`config.mk`:
```
export PLATFORM = sky130hd
export DESIGN_NAME = entrada_digito
export DESIGN_NICKNAME = d
export VERILOG_FILES = /design/src/rtl/entrada_digito.sv
export SDC_FILE = /design/constraint.sdc
export NUM_CORES = 1
export LEC_CHECK = 0
export ABC_AREA = 1
export CORE_MARGIN = 10
export CORE_UTILIZATION = 51
export CTS_BUF_LIST = sky130_fd_sc_hd__clkbuf_8
export DETAILED_ROUTE_END_ITERATION = 12
export PLACE_DENSITY = 0.79
export SLEW_MARGIN = 20
export SYNTH_ARGS = -nofsm -noshare
export SYNTH_HDL_FRONTEND = slang
export SYNTH_SLANG_ARGS = --single-unit
```
`constraint.sdc`:
```
create_clock -name clk -period 1.7 [get_ports clk]
set_clock_uncertainty 0.1 [all_clocks]
set_input_delay 0.17 -clock clk [delete_from_list [all_inputs] [get_ports clk]]
set_output_delay 0.17 -clock clk [all_outputs]
set_load 0.005 [all_outputs]
```
`src/rtl/entrada_digito.sv`:
```
// entrada_digito: digit-entry front end for the sequence lock.
//
// Synchronises and debounces the raw "insere" pushbutton. On each clean
// press it samples the synchronised 4-bit switch value once, presents it on
// digito with a one-cycle valido pulse, and counts accepted digits toward a
// complete code.
//
// Optional build macro: BCD_FILTRO_EN
//   When defined, a sampled value above 9 is rejected. digito and contagem
//   keep their values, valido stays low and erro pulses for one cycle.
//   When undefined, every value 0-15 is accepted and erro is constant 0.
//
// Ports:
//   clk      in   system clock, rising edge
//   reset    in   asynchronous active-low reset
//   insere   in   raw pushbutton, active-high, asynchronous and bouncy
//   numero   in   raw 4-bit switch value, asynchronous
//   limpa    in   synchronous clear of the digit counter
//   digito   out  last accepted digit, held until the next acceptance
//   valido   out  one-cycle pulse: digito is new this cycle
//   contagem out  accepted digits since reset/limpa, saturating at N_DIGITOS
//   completa out  high while contagem == N_DIGITOS
//   erro     out  one-cycle pulse on a rejected digit (filter builds only)
module entrada_digito #(
  parameter int unsigned DEBOUNCE_CYCLES = 4,  // must be >= 2
  parameter int unsigned N_DIGITOS       = 6,
  parameter int unsigned CNT_W           = $clog2(N_DIGITOS + 1)
) (
  input  logic             clk,
  input  logic             reset,
  input  logic             insere,
  input  logic [3:0]       numero,
  input  logic             limpa,
  output logic [3:0]       digito,
  output logic             valido,
  output logic [CNT_W-1:0] contagem,
  output logic             completa,
  output logic             erro
);

  localparam int unsigned      DB_W    = $clog2(DEBOUNCE_CYCLES);
  localparam logic [DB_W-1:0]  DB_LAST = DB_W'(DEBOUNCE_CYCLES - 1);
  localparam logic [CNT_W-1:0] CNT_MAX = CNT_W'(N_DIGITOS);

  typedef enum logic [1:0] {
    StOcioso,
    StFiltra,
    StEmite,
    StSoltar
  } estado_e;

  // Two-flop synchronisers; nothing downstream looks at the raw inputs.
  logic       ins_meta_q, ins_s_q;
  logic [3:0] num_meta_q, num_s_q;

  always_ff @(posedge clk or negedge reset) begin
    if (!reset) begin
      ins_meta_q <= 1'b0;
      ins_s_q    <= 1'b0;
      num_meta_q <= 4'd0;
      num_s_q    <= 4'd0;
    end else begin
      ins_meta_q <= insere;
      ins_s_q    <= ins_meta_q;
      num_meta_q <= numero;
      num_s_q    <= num_meta_q;
    end
  end

  estado_e         estado_q, estado_d;
  logic [DB_W-1:0] cnt_q, cnt_d;
  logic            entra_emite;

  always_comb begin
    estado_d    = estado_q;
    cnt_d       = cnt_q;
    entra_emite = 1'b0;
    unique case (estado_q)
      StOcioso: begin
        if (ins_s_q) begin
          estado_d = StFiltra;
          cnt_d    = '0;
        end
      end
      StFiltra: begin
        if (!ins_s_q) begin
          estado_d = StOcioso;  // glitch, discard
        end else if (cnt_q == DB_LAST) begin
          estado_d    = StEmite;
          entra_emite = 1'b1;
        end else begin
          cnt_d = cnt_q + DB_W'(1);
        end
      end
      StEmite: begin
        estado_d = StSoltar;
        cnt_d    = '0;
      end
      StSoltar: begin
        // Any bounce back to pressed restarts the release window.
        if (ins_s_q) begin
          cnt_d = '0;
        end else if (cnt_q == DB_LAST) begin
          estado_d = StOcioso;
        end else begin
          cnt_d = cnt_q + DB_W'(1);
        end
      end
      default: begin
        estado_d = StOcioso;
        cnt_d    = '0;
      end
    endcase
  end

  always_ff @(posedge clk or negedge reset) begin
    if (!reset) begin
      estado_q <= StOcioso;
      cnt_q    <= '0;
    end else begin
      estado_q <= estado_d;
      cnt_q    <= cnt_d;
    end
  end

  // Acceptance decision, taken on the edge that enters StEmite.
  logic aceita, rejeita;

`ifdef BCD_FILTRO_EN
  always_comb begin
    rejeita = entra_emite && (num_s_q > 4'd9);
    aceita  = entra_emite && !rejeita;
  end
`else
  always_comb begin
    rejeita = 1'b0;
    aceita  = entra_emite;
  end
`endif

  logic [3:0]       digito_q, digito_d;
  logic             valido_q, erro_q, completa_q;
  logic [CNT_W-1:0] contagem_q, contagem_d;

  always_comb begin
    digito_d   = aceita ? num_s_q : digito_q;
    contagem_d = contagem_q;
    if (aceita && limpa) begin
      contagem_d = CNT_W'(1);  // the digit arriving with the clear still counts
    end else if (aceita) begin
      if (contagem_q != CNT_MAX) begin
        contagem_d = contagem_q + CNT_W'(1);
      end
    end else if (limpa) begin
      contagem_d = '0;
    end
  end

  always_ff @(posedge clk or negedge reset) begin
    if (!reset) begin
      digito_q   <= 4'd0;
      valido_q   <= 1'b0;
      erro_q     <= 1'b0;
      contagem_q <= '0;
      completa_q <= 1'b0;
    end else begin
      digito_q   <= digito_d;
      valido_q   <= aceita;
      erro_q     <= rejeita;
      contagem_q <= contagem_d;
      completa_q <= (contagem_d == CNT_MAX);
    end
  end

  assign digito   = digito_q;
  assign valido   = valido_q;
  assign erro     = erro_q;
  assign contagem = contagem_q;
  assign completa = completa_q;

endmodule

```
==> results of run 1 <==
-- per-layer routing --
metal  share of wire, %  global-route usage (%)
met3                6.0                   3.659
met5                  0                       0
met2                 52                   15.08
met4                1.3                   4.777
met1                 40                   8.283
-- state kept, by name (all words and copies together), names as in the netlist, named ones only --
signal      count
ins_meta_q      1
cnt_q           2
digito          4
contagem        3
completa        1
num_meta_q      4
estado_q        1
num_s_q         4
valido          1
ins_s_q         1
-- cells in the mapped netlist, drive strengths merged --
| master | n |
|---|---|
| conb | 1 |
| dfrtp | 23 |
| o22ai | 1 |
| a21oi | 2 |
| buf | 1 |
| o21ai | 3 |
| inv | 12 |
| ha | 2 |
| nand2 | 20 |
| nor2 | 11 |
| nand3 | 7 |
-- layout make-up --
type	count	area share, %
repair buffers	17	14.96
clock buffers	3	3.683
multi-input cells	47	23.66
flip-flops and latches	23	51.34
clock inverters	1	0.4464
inverters	12	4.018
well taps	17	1.897
-- per-stage QoR --
step | instance area [sq um] | utilization (%)
5_1_grt | 1121 | 66.37
4_1_cts | 1121 | 66.37
6_report | 1121 | 66.37
2_1_floorplan | 893.4 | -
3_5_place_dp | 1075 | 63.63
3_3_place_gp | 1075 | 63.63
-- worst max-delay path by stage --
| stage | to | slack, ns |
|---|---|---|
| 2_1_floorplan | completa | 0.47 |
| 3_3_place_gp | completa | 0.37 |
| 3_5_place_dp | completa | 0.31 |
| 4_1_cts | contagem[1] | 0.18 |
| 5_1_grt | contagem[1] | 0.14 |
| 6_report | contagem[1] | 0.19 |
-- power by group --
part | switching [mW] | internal [mW]
Sequential | 0.0699 | 0.647
Combinational | 0.177 | 0.169
Clock | 0.155 | 0.163
-- kinds of logic (layout without fill, tap and decap cells) --
logic type	after synthesis	after routing
AND/OR/NAND/NOR	38	38
flip-flops	23	23
buffers and inverters	13	33
AO/OA/AOI/OAI	6	6
adder cells (fa/ha/maj)	2	2
other	1	1
==> results.md, run 1 <==
* Outcome: finished, final reports clean
* Final setup viols at 0
* Max Cap Viol at 0
* RSZ-0062 raised after global routing: false
* Largest net degree at the start of global routing at 24
* Setup TNS at 0 ns
* Ys Warns at 0
* Setup slack, reg-to-reg at 0.39 ns
* Largest delay share family, worst path: buffers and inverters
* CP startpoint kind: register
* Drt initial violations at 15
* FILL cells at 128
* WL/cell at 12.03 um
* Congestion Overflow GR at 0
* Most frequent cells in the layout: dfrtp_1, nand2_1, clkdlybuf4s50_1
* Final Cycle Share at 88.73%
* Final Non-Filler Cells at 120
* Critical path buffers and inverters at 1
* Syn_nets at 93
* Vias in the first global route at 622
* Cells along the critical path: clkdlybuf4s50_1
* Simple-gate share of the synthesized area at 22.97%
* Crit Reg-Reg Startpoint: contagem[1]
* # rows at 15
* CP max-delay cell: clkdlybuf4s50_1
* Leak at 0.5577 nW
* Dpl cells at 116
* Yosys top cell by area: dfrtp_1
* Area Growth Syn to Fin at 25.49%
* Sequential standard cell area at 575.6 sq um
* Antenna viol nets, final at 0
* Post-Syn Area at 893.4 sq um
* Routed vias at 597
* CORE AREA at 1689 sq um
* Adder-cell share of the synthesized area at 2.801%
* Largest family of logic cells by synthesized area: simple AND/OR/NAND/NOR gates
* Slew Limit Fails at 0
* Final setup margin at 0.1917 ns
* Setup slack at placement at 0.3140 ns
* Post-CTS Hold Buffers at 0
* Synth unique cells at 16
* Worst path arrival time at 1.24 ns
* Layout cells sized above 1 at 13.59%
* Bufs on Longest Clock Path at 2
* Initial cell density of the core at 52.89%
* Setup bufs post-CTS at 0
* Proportion of synthesized area in mux cells at 0%
* Critical Path RT at 1.43 ns
* Die Span Y at 61.86 um
* GPL Wtd Cong at 0.8001
* DIE AREA at 3826 sq um
* HPWL Detailed at 1.172 mm
* Compound-Gate Fraction of Synth Area at 3.501%
* Post-Synthesis Cells at 83
* DRT Wirelength at 1.443 mm
* Syn Area/Cell at 10.76 sq um
* #FFs+latches synth at 23
* # clock sinks at 23
* Xor/xnor share of the synthesized area at 0%
* Total Routing Usage GR at 8.593%
* Inserted Clock Buffers at 3
* CP max stage delay at 0.54 ns
* Final Hold Viols at 0
* CTS tree: built
* Crit path kind: reg -> out
* Worst VDD drop at 0.7859 mV
* Post-cts sizing count at 0
* Clock transition at path regs at 0.08 ns
* Critical Path Stages at 1
* Clock root cell: clkbuf_8
* Most common cell after layout, fill and taps aside: dfrtp_1
* Drt drc at 0
* CP endpoint kind: primary output
* Hold slack at 0.1575 ns
* Die Wd at 61.86 um
* Synth area leaders: dfrtp_1, nand2_1, inv_1
* Minimum clock period at 1.508 ns
* First-pass GRT wire length at 2.394 mm
* Area occupied by multi-input gates at 265.3 sq um
* Htree depth at 1
* Reg-to-reg endpoint: completa
* IO Count at 18
* Worst min path class: in -> async
* Initial antenna violation count at 0
* Max Clock Freq at 0.6630 GHz
* CP max FO at 4
* Pre-antenna DRT Iters at 4
* # port buffers at 16
* Worst reg2reg path depth at 7
* Pwr dens at 1231 nW/um^2
* Share of the synthesized area in the top cell type at 64.43%
* Clock Latency Late Sink at 0.26 ns
* Crit path launch: contagem[1]
* Sequential fraction of the synthesis area at 64.43%
* Vias/cell at 4.975
* Total Power at 1.380 mW
* Final nets at 114
* Ant diodes at 0
No activity file was read; power rests on OpenSTA's default activity.
==> run 2, diff against run 1 <==
CTS_CLUSTER_DIAMETER = 50   (was unset)
==> results of run 2 <==
Final layout, timing and power as in run 1 (identical DEF).
